**src/rtl/div_pkg.sv**
```systemverilog
// rtl/div_pkg.sv - shared FSM state type and constants for the iterative divider
package div_pkg;

    typedef enum logic [1:0] {
        IDLE = 2'd0,
        RUN  = 2'd1,
        DONE = 2'd2
    } div_state_t;

    // Replicated to WIDTH at the use site to form the all-ones divide-by-zero quotient.
    localparam logic DBZ_QUOT_FILL = 1'b1;

endpackage

```
**src/rtl/iterative_divider_if.sv**
```systemverilog
// rtl/iterative_divider_if.sv - start/busy/done handshake and operand/result bundle
interface iterative_divider_if #(
    parameter int WIDTH = 64
);
    logic             start;
    logic [WIDTH-1:0] dividend;
    logic [WIDTH-1:0] divisor;
    logic             busy;
    logic             done;
    logic [WIDTH-1:0] quotient;
    logic [WIDTH-1:0] remainder;
    logic             divByZero;

    modport master (
        output start, dividend, divisor,
        input  busy, done, quotient, remainder, divByZero
    );

    modport slave (
        input  start, dividend, divisor,
        output busy, done, quotient, remainder, divByZero
    );
endinterface

```
**src/rtl/div_step.sv**
```systemverilog
// rtl/div_step.sv - one restoring-division step: shift in a bit, trial-subtract the divisor
module div_step #(
    parameter int WIDTH = 64
) (
    input  logic [WIDTH-1:0] rem_in,
    input  logic             bit_in,
    input  logic [WIDTH-1:0] divisor,
    output logic [WIDTH-1:0] rem_out,
    output logic             q_bit
);
    logic [WIDTH:0]   shifted;
    logic [WIDTH-1:0] divisor_n;
    logic [WIDTH-1:0] diff;
    logic [WIDTH:0]   carry;

    assign shifted   = {rem_in, bit_in};
    assign divisor_n = ~divisor;
    assign carry[0]  = 1'b1;

    for (genvar i = 0; i < WIDTH; i++) begin : g_sub
        fullAdder u_fa (
            .a    (shifted[i]),
            .b    (divisor_n[i]),
            .cin  (carry[i]),
            .sum  (diff[i]),
            .cout (carry[i+1])
        );
    end

    // Top position subtracts the zero-extended divisor bit (inverted to 1), so its
    // carry reduces to a|cin; when it is set the difference fits in WIDTH bits.
    assign q_bit   = shifted[WIDTH] | carry[WIDTH];
    assign rem_out = q_bit ? diff : shifted[WIDTH-1:0];
endmodule

```
**src/rtl/fullAdder.sv**
```systemverilog
// rtl/fullAdder.sv - single-bit full adder cell shared with the ripple adder datapath
module fullAdder (
    input  logic a,
    input  logic b,
    input  logic cin,
    output logic sum,
    output logic cout
);
    assign sum  = a ^ b ^ cin;
    assign cout = (a & b) | (a & cin) | (b & cin);
endmodule

```
**src/rtl/iterative_divider.sv**
```systemverilog
// rtl/iterative_divider.sv - multi-cycle unsigned restoring divider for UDIV, one quotient bit per cycle
module iterative_divider
    import div_pkg::*;
#(
    parameter int WIDTH = 64,
    parameter int CNT_W = $clog2(WIDTH + 1)
) (
    input  logic                clk,
    input  logic                reset,
    iterative_divider_if.slave  bus
);
    div_state_t       state;
    div_state_t       state_next;
    logic [CNT_W-1:0] count;
    logic [WIDTH-1:0] q_reg;
    logic [WIDTH-1:0] rem_reg;
    logic [WIDTH-1:0] divisor_reg;
    logic             dbz_reg;
    logic             accept;
    logic             div_zero;
    logic [WIDTH-1:0] rem_next;
    logic             q_bit;

    assign div_zero = (bus.divisor == '0);

    // The partial remainder is always below the divisor between steps, so its
    // extra sign bit lives only inside div_step.
    div_step #(.WIDTH(WIDTH)) u_step (
        .rem_in  (rem_reg),
        .bit_in  (q_reg[WIDTH-1]),
        .divisor (divisor_reg),
        .rem_out (rem_next),
        .q_bit   (q_bit)
    );

    always_ff @(posedge clk) begin
        if (reset) begin
            state <= IDLE;
        end else begin
            state <= state_next;
        end
    end

    always_comb begin
        state_next = state;
        accept     = 1'b0;
        case (state)
            IDLE, DONE: begin
                if (bus.start) begin
                    accept     = 1'b1;
                    state_next = div_zero ? DONE : RUN;
                end else begin
                    state_next = IDLE;
                end
            end
            RUN: begin
                if (count == CNT_W'(1)) begin
                    state_next = DONE;
                end
            end
            default: state_next = IDLE;
        endcase
    end

    always_ff @(posedge clk) begin
        if (reset) begin
            count       <= '0;
            q_reg       <= '0;
            rem_reg     <= '0;
            divisor_reg <= '0;
            dbz_reg     <= 1'b0;
        end else if (accept) begin
            divisor_reg <= bus.divisor;
            if (div_zero) begin
                count   <= '0;
                q_reg   <= {WIDTH{DBZ_QUOT_FILL}};
                rem_reg <= bus.dividend;
                dbz_reg <= 1'b1;
            end else begin
                count   <= CNT_W'(WIDTH);
                q_reg   <= bus.dividend;
                rem_reg <= '0;
                dbz_reg <= 1'b0;
            end
        end else if (state == RUN) begin
            count   <= count - CNT_W'(1);
            q_reg   <= {q_reg[WIDTH-2:0], q_bit};
            rem_reg <= rem_next;
        end
    end

    assign bus.busy      = (state == RUN);
    assign bus.done      = (state == DONE);
    assign bus.quotient  = q_reg;
    assign bus.remainder = rem_reg;
    assign bus.divByZero = dbz_reg;
endmodule

```
**src/flat_wrapper.sv**
```systemverilog
// flat-port wrapper written by rule: the top's interface ports become plain ports
module iterative_divider_flat import div_pkg::*;
#(
    parameter int WIDTH = 64,
    parameter int CNT_W = $clog2(WIDTH + 1)
)
  (clk, reset, bus_start, bus_dividend, bus_divisor, bus_busy, bus_done, bus_quotient, bus_remainder, bus_divByZero);
  iterative_divider_if #(.WIDTH(WIDTH)) bus_i ();
  input  logic clk;
  input  logic reset;
  input wire logic [$bits(bus_i.start)-1:0] bus_start;
  input wire logic [$bits(bus_i.dividend)-1:0] bus_dividend;
  input wire logic [$bits(bus_i.divisor)-1:0] bus_divisor;
  output wire logic [$bits(bus_i.busy)-1:0] bus_busy;
  output wire logic [$bits(bus_i.done)-1:0] bus_done;
  output wire logic [$bits(bus_i.quotient)-1:0] bus_quotient;
  output wire logic [$bits(bus_i.remainder)-1:0] bus_remainder;
  output wire logic [$bits(bus_i.divByZero)-1:0] bus_divByZero;
  assign bus_i.start = bus_start;
  assign bus_i.dividend = bus_dividend;
  assign bus_i.divisor = bus_divisor;
  assign bus_busy = bus_i.busy;
  assign bus_done = bus_i.done;
  assign bus_quotient = bus_i.quotient;
  assign bus_remainder = bus_i.remainder;
  assign bus_divByZero = bus_i.divByZero;
  iterative_divider #(.WIDTH(WIDTH), .CNT_W(CNT_W)) u_core (.clk(clk), .reset(reset), .bus(bus_i));
endmodule
```
**config.mk**
```make
export PLATFORM = sky130hd
export DESIGN_NAME = iterative_divider_flat
export DESIGN_NICKNAME = d
export VERILOG_FILES = /design/src/rtl/div_pkg.sv /design/src/rtl/iterative_divider_if.sv /design/src/rtl/div_step.sv /design/src/rtl/fullAdder.sv /design/src/rtl/iterative_divider.sv /design/src/flat_wrapper.sv
export SDC_FILE = /design/constraint.sdc
export NUM_CORES = 1
export LEC_CHECK = 0
export BUFFER_PORTS_ARGS = -buffer_cell sky130_fd_sc_hd__buf_2
export CAP_MARGIN = 0
export CORE_MARGIN = 2
export CORE_UTILIZATION = 55
export CTS_CLUSTER_SIZE = 12
export DETAILED_ROUTE_END_ITERATION = 16
export PLACE_DENSITY = 0.92
export RECOVER_POWER = 100
export REMOVE_ABC_BUFFERS = 1
export SLEW_MARGIN = 0
export SYNTH_ARGS = -nofsm -noshare
export SYNTH_HDL_FRONTEND = slang
export SYNTH_SLANG_ARGS = --single-unit
export TNS_END_PERCENT = 20
```
**constraint.sdc**
```tcl
create_clock -name clk -period 36.7 [get_ports clk]
set_input_delay 7.34 -clock clk [delete_from_list [all_inputs] [get_ports clk]]
set_output_delay 7.34 -clock clk [all_outputs]
set_load 0.01 [all_outputs]
```
==> results.json <==
{
  "wl_per_cell_um": 18.2,
  "cts_buffers": 22,
  "max_stage_delay_ps": 1530,
  "die_area_sq_um": 21900,
  "cts_repair_resize_count": 0,
  "hpwl_um": 20900,
  "wl_met3_um": 2990,
  "synth_cells": 1432,
  "clk_path_buf_depth": 3,
  "wl_met1_um": 13200,
  "cp.required_ps": 36750,
  "grt_max_degree": 250,
  "rsz0062_at_grt": "no",
  "ir_drop_mv": 0.0512,
  "ys_async_sr_fraction": 0,
  "synth_top_family_by_area": "compound AO/OA/AOI/OAI gates",
  "startpoint": "u_core.bus.quotient[63]",
  "grt.overflow.total": 0,
  "core_sq_um": 20300,
  "synthMuxAreaShare": 0.00285,
  "finalNonFillerCells": 1808,
  "drt_pass1_iterations": 7,
  "place.gp.congestion": 0.859,
  "initial_core_util": 0.562,
  "syn_to_final_growth_pct": 11.0,
  "ys_ff_latch": 202,
  "slew_violations": 618,
  "antenna_found_initial": 3,
  "min_from": "u_core.divisor_reg[63]",
  "fmax_mhz": 30.0,
  "wirelength_um": 32900,
  "first_global_vias": 10500,
  "synthFlopType": "dfxtp_1",
  "worstSetupPathType": "reg -> reg",
  "clock_latency_ps": 510,
  "setup_tns_ps": 0,
  "layout-drive-gt1-share": 0.117,
  "root_buffer": "clkbuf_16",
  "seqCellArea_sq_um": 4050,
  "synth_compound_area_frac": 0.226,
  "layout_commonest_cell": "nand2_1",
  "final_cell_area_sq_um": 12700,
  "cellLeakagePower_uw": 0.00486,
  "route.met2.wl_um": 15500,
  "violations": "capacitance limit, slew limit",
  "final_cell_mix": "256 x nand2_1, 201 x dfxtp_1, 140 x clkbuf_1",
  "period_share": 0.910,
  "hold_viol": 0,
  "antenna_left": 0,
  "grt_pass1_wl_um": 53000,
  "via_count": 11100,
  "die-height_um": 148,
  "cpMaxStageDelayCell": "or2_0",
  "grt_usage": 0.292,
  "cp_max_fo": 64,
  "synth-simple-area-share": 0.189,
  "cp_data_arrival_time_ps": 33440,
  "skew_ps": 21.0,
  "maxCapViolations": 7,
  "post_synth_instance_area_sq_um": 11400,
  "cts_max_level": 1,
  "rows": 52,
  "fillers": 1830,
  "seq_area_frac_synth": 0.354,
  "vias_per_cell": 6.11,
  "final_nets": 1720,
  "period_minus_slack_ps": 33380,
  "cpMostUsedCell": "fa_1",
  "io_buffer_count": 261,
  "clk_pin_slew_worst_paths_ps": 60,
  "timing.rr.start": "u_core.bus.quotient[63]",
  "cts.sinks": 202,
  "ios": 262,
  "synth.avg_cell_area_sq_um": 7.97,
  "post-place-cells": 1769,
  "setup_violations": 0,
  "drc": 0,
  "dr.max_layer_used": "met5",
  "synth_fa_ha_area_frac": 0.114,
  "multi_input_area_sq_um": 6080,
  "yosys_warnings": 0,
  "hp-class": "reg -> reg",
  "placed_cell_area_sq_um": 12200,
  "die_x_um": 148,
  "yosysUniqueCellTypes": 42,
  "synth_edf_count": 0,
  "cp-start-kind": "register",
  "synth_xor_area_frac": 0,
  "cts_setup_buffers": 0,
  "critPathCaptureType": "register",
  "tightestPinTransition_ps": 10040,
  "cts_hold_buf": 0,
  "status": "finished, violations left",
  "slew_headroom": -5.69,
  "cts_tree": "yes",
  "powerDensity_nw_per_um2": 60.0,
  "drt-initial-drc-count": 1006
}
[power breakdown]
group | total [uW] | internal [uW] | switching [uW]
Combinational | 272 | 106 | 166
Sequential | 268 | 246 | 21.4
Clock | 220 | 131 | 88.9
Total | 760 | 483 | 277
[through the flow]
stage	power, uW	worst slack [ps]	hold slack (ps)	utilization
finish	760	3320	469	0.624
CTS	761	4270	471	0.634
detailed placement	541	4320	463	0.599
floorplan	460	4970	430	-
global placement	528	4710	448	0.599
global route	811	1890	488	0.624
[synth_stat cells (2+ instances only)]
cell type,number,share of area
nand2_1,256,0.084
dfxtp_1,202,0.35
a21oi_1,130,0.057
clkbuf_1,128,0.042
nand3_1,125,0.055
inv_1,68,0.022
nor3_1,65,0.029
a31oi_1,64,0.035
buf_4,64,0.042
fa_1,63,0.11
o211ai_1,63,0.041
o311a_1,62,0.054
o21ai_1,38,0.017
o21ai_0,27,0.012
nor4_1,18,0.0099
buf_2,9,0.0039
nor2_1,7,0.0023
buf_1,5,0.0016
nand4_1,4,0.0022
ha_1,3,0.0033
or4_1,3,0.0020
a2111oi_0,2,0.0015
a41o_1,2,0.0018
mux2_2,2,0.0020
nand2b_1,2,0.0011
nor2b_1,2,0.0011
o21a_1,2,0.0013
or3_1,2,0.0011
[logic make-up (layout without fill, tap and decap cells)]
group                    count (synthesis)  count (layout)
flip-flops                             202             202
AND/OR/NAND/NOR                        487             487
adder cells (fa/ha/maj)                 66              66
other                                    0               2
multiplexers                             3               3
buffers and inverters                  277             381
AO/OA/AOI/OAI                          397             397
[per-layer routing]
metal | global-route usage | vias up
met1 | 0.386 | 5187
met2 | 0.477 | 593
met5 | 0 | -
met4 | 0.116 | 2
li1 | - | 5172
met3 | 0.0506 | 97
[worst max-delay path: cells and delay by family, from the launching register on]
family | cells | cell delay, ps
compound gates | 3 | 470
fa+ha+maj | 64 | 29220
buf+inv | 4 | 1320
flops | 1 | 340
simple gates | 1 | 1530
[worst paths after layout]
path	slack [ps]	end	cells past startpoint
hold / removal	470	u_core.divisor_reg[63]	2
setup / recovery	3320	u_core.bus.remainder[0]	72
hold reg to reg	470	u_core.divisor_reg[63]	2
setup reg to reg	3320	u_core.bus.remainder[0]	72
[final cells by class]
cell class                      count  area share
Antenna cell                        2    0.000395
Clock inverter                      3     0.00316
Multi-Input combinational cell    953       0.480
Timing Repair Buffer              274      0.0970
Inverter                           70      0.0209
Sequential cell                   202       0.319
Tap cell                          270      0.0267
Clock buffer                       34      0.0526
No activity file was read; power rests on OpenSTA's default activity.
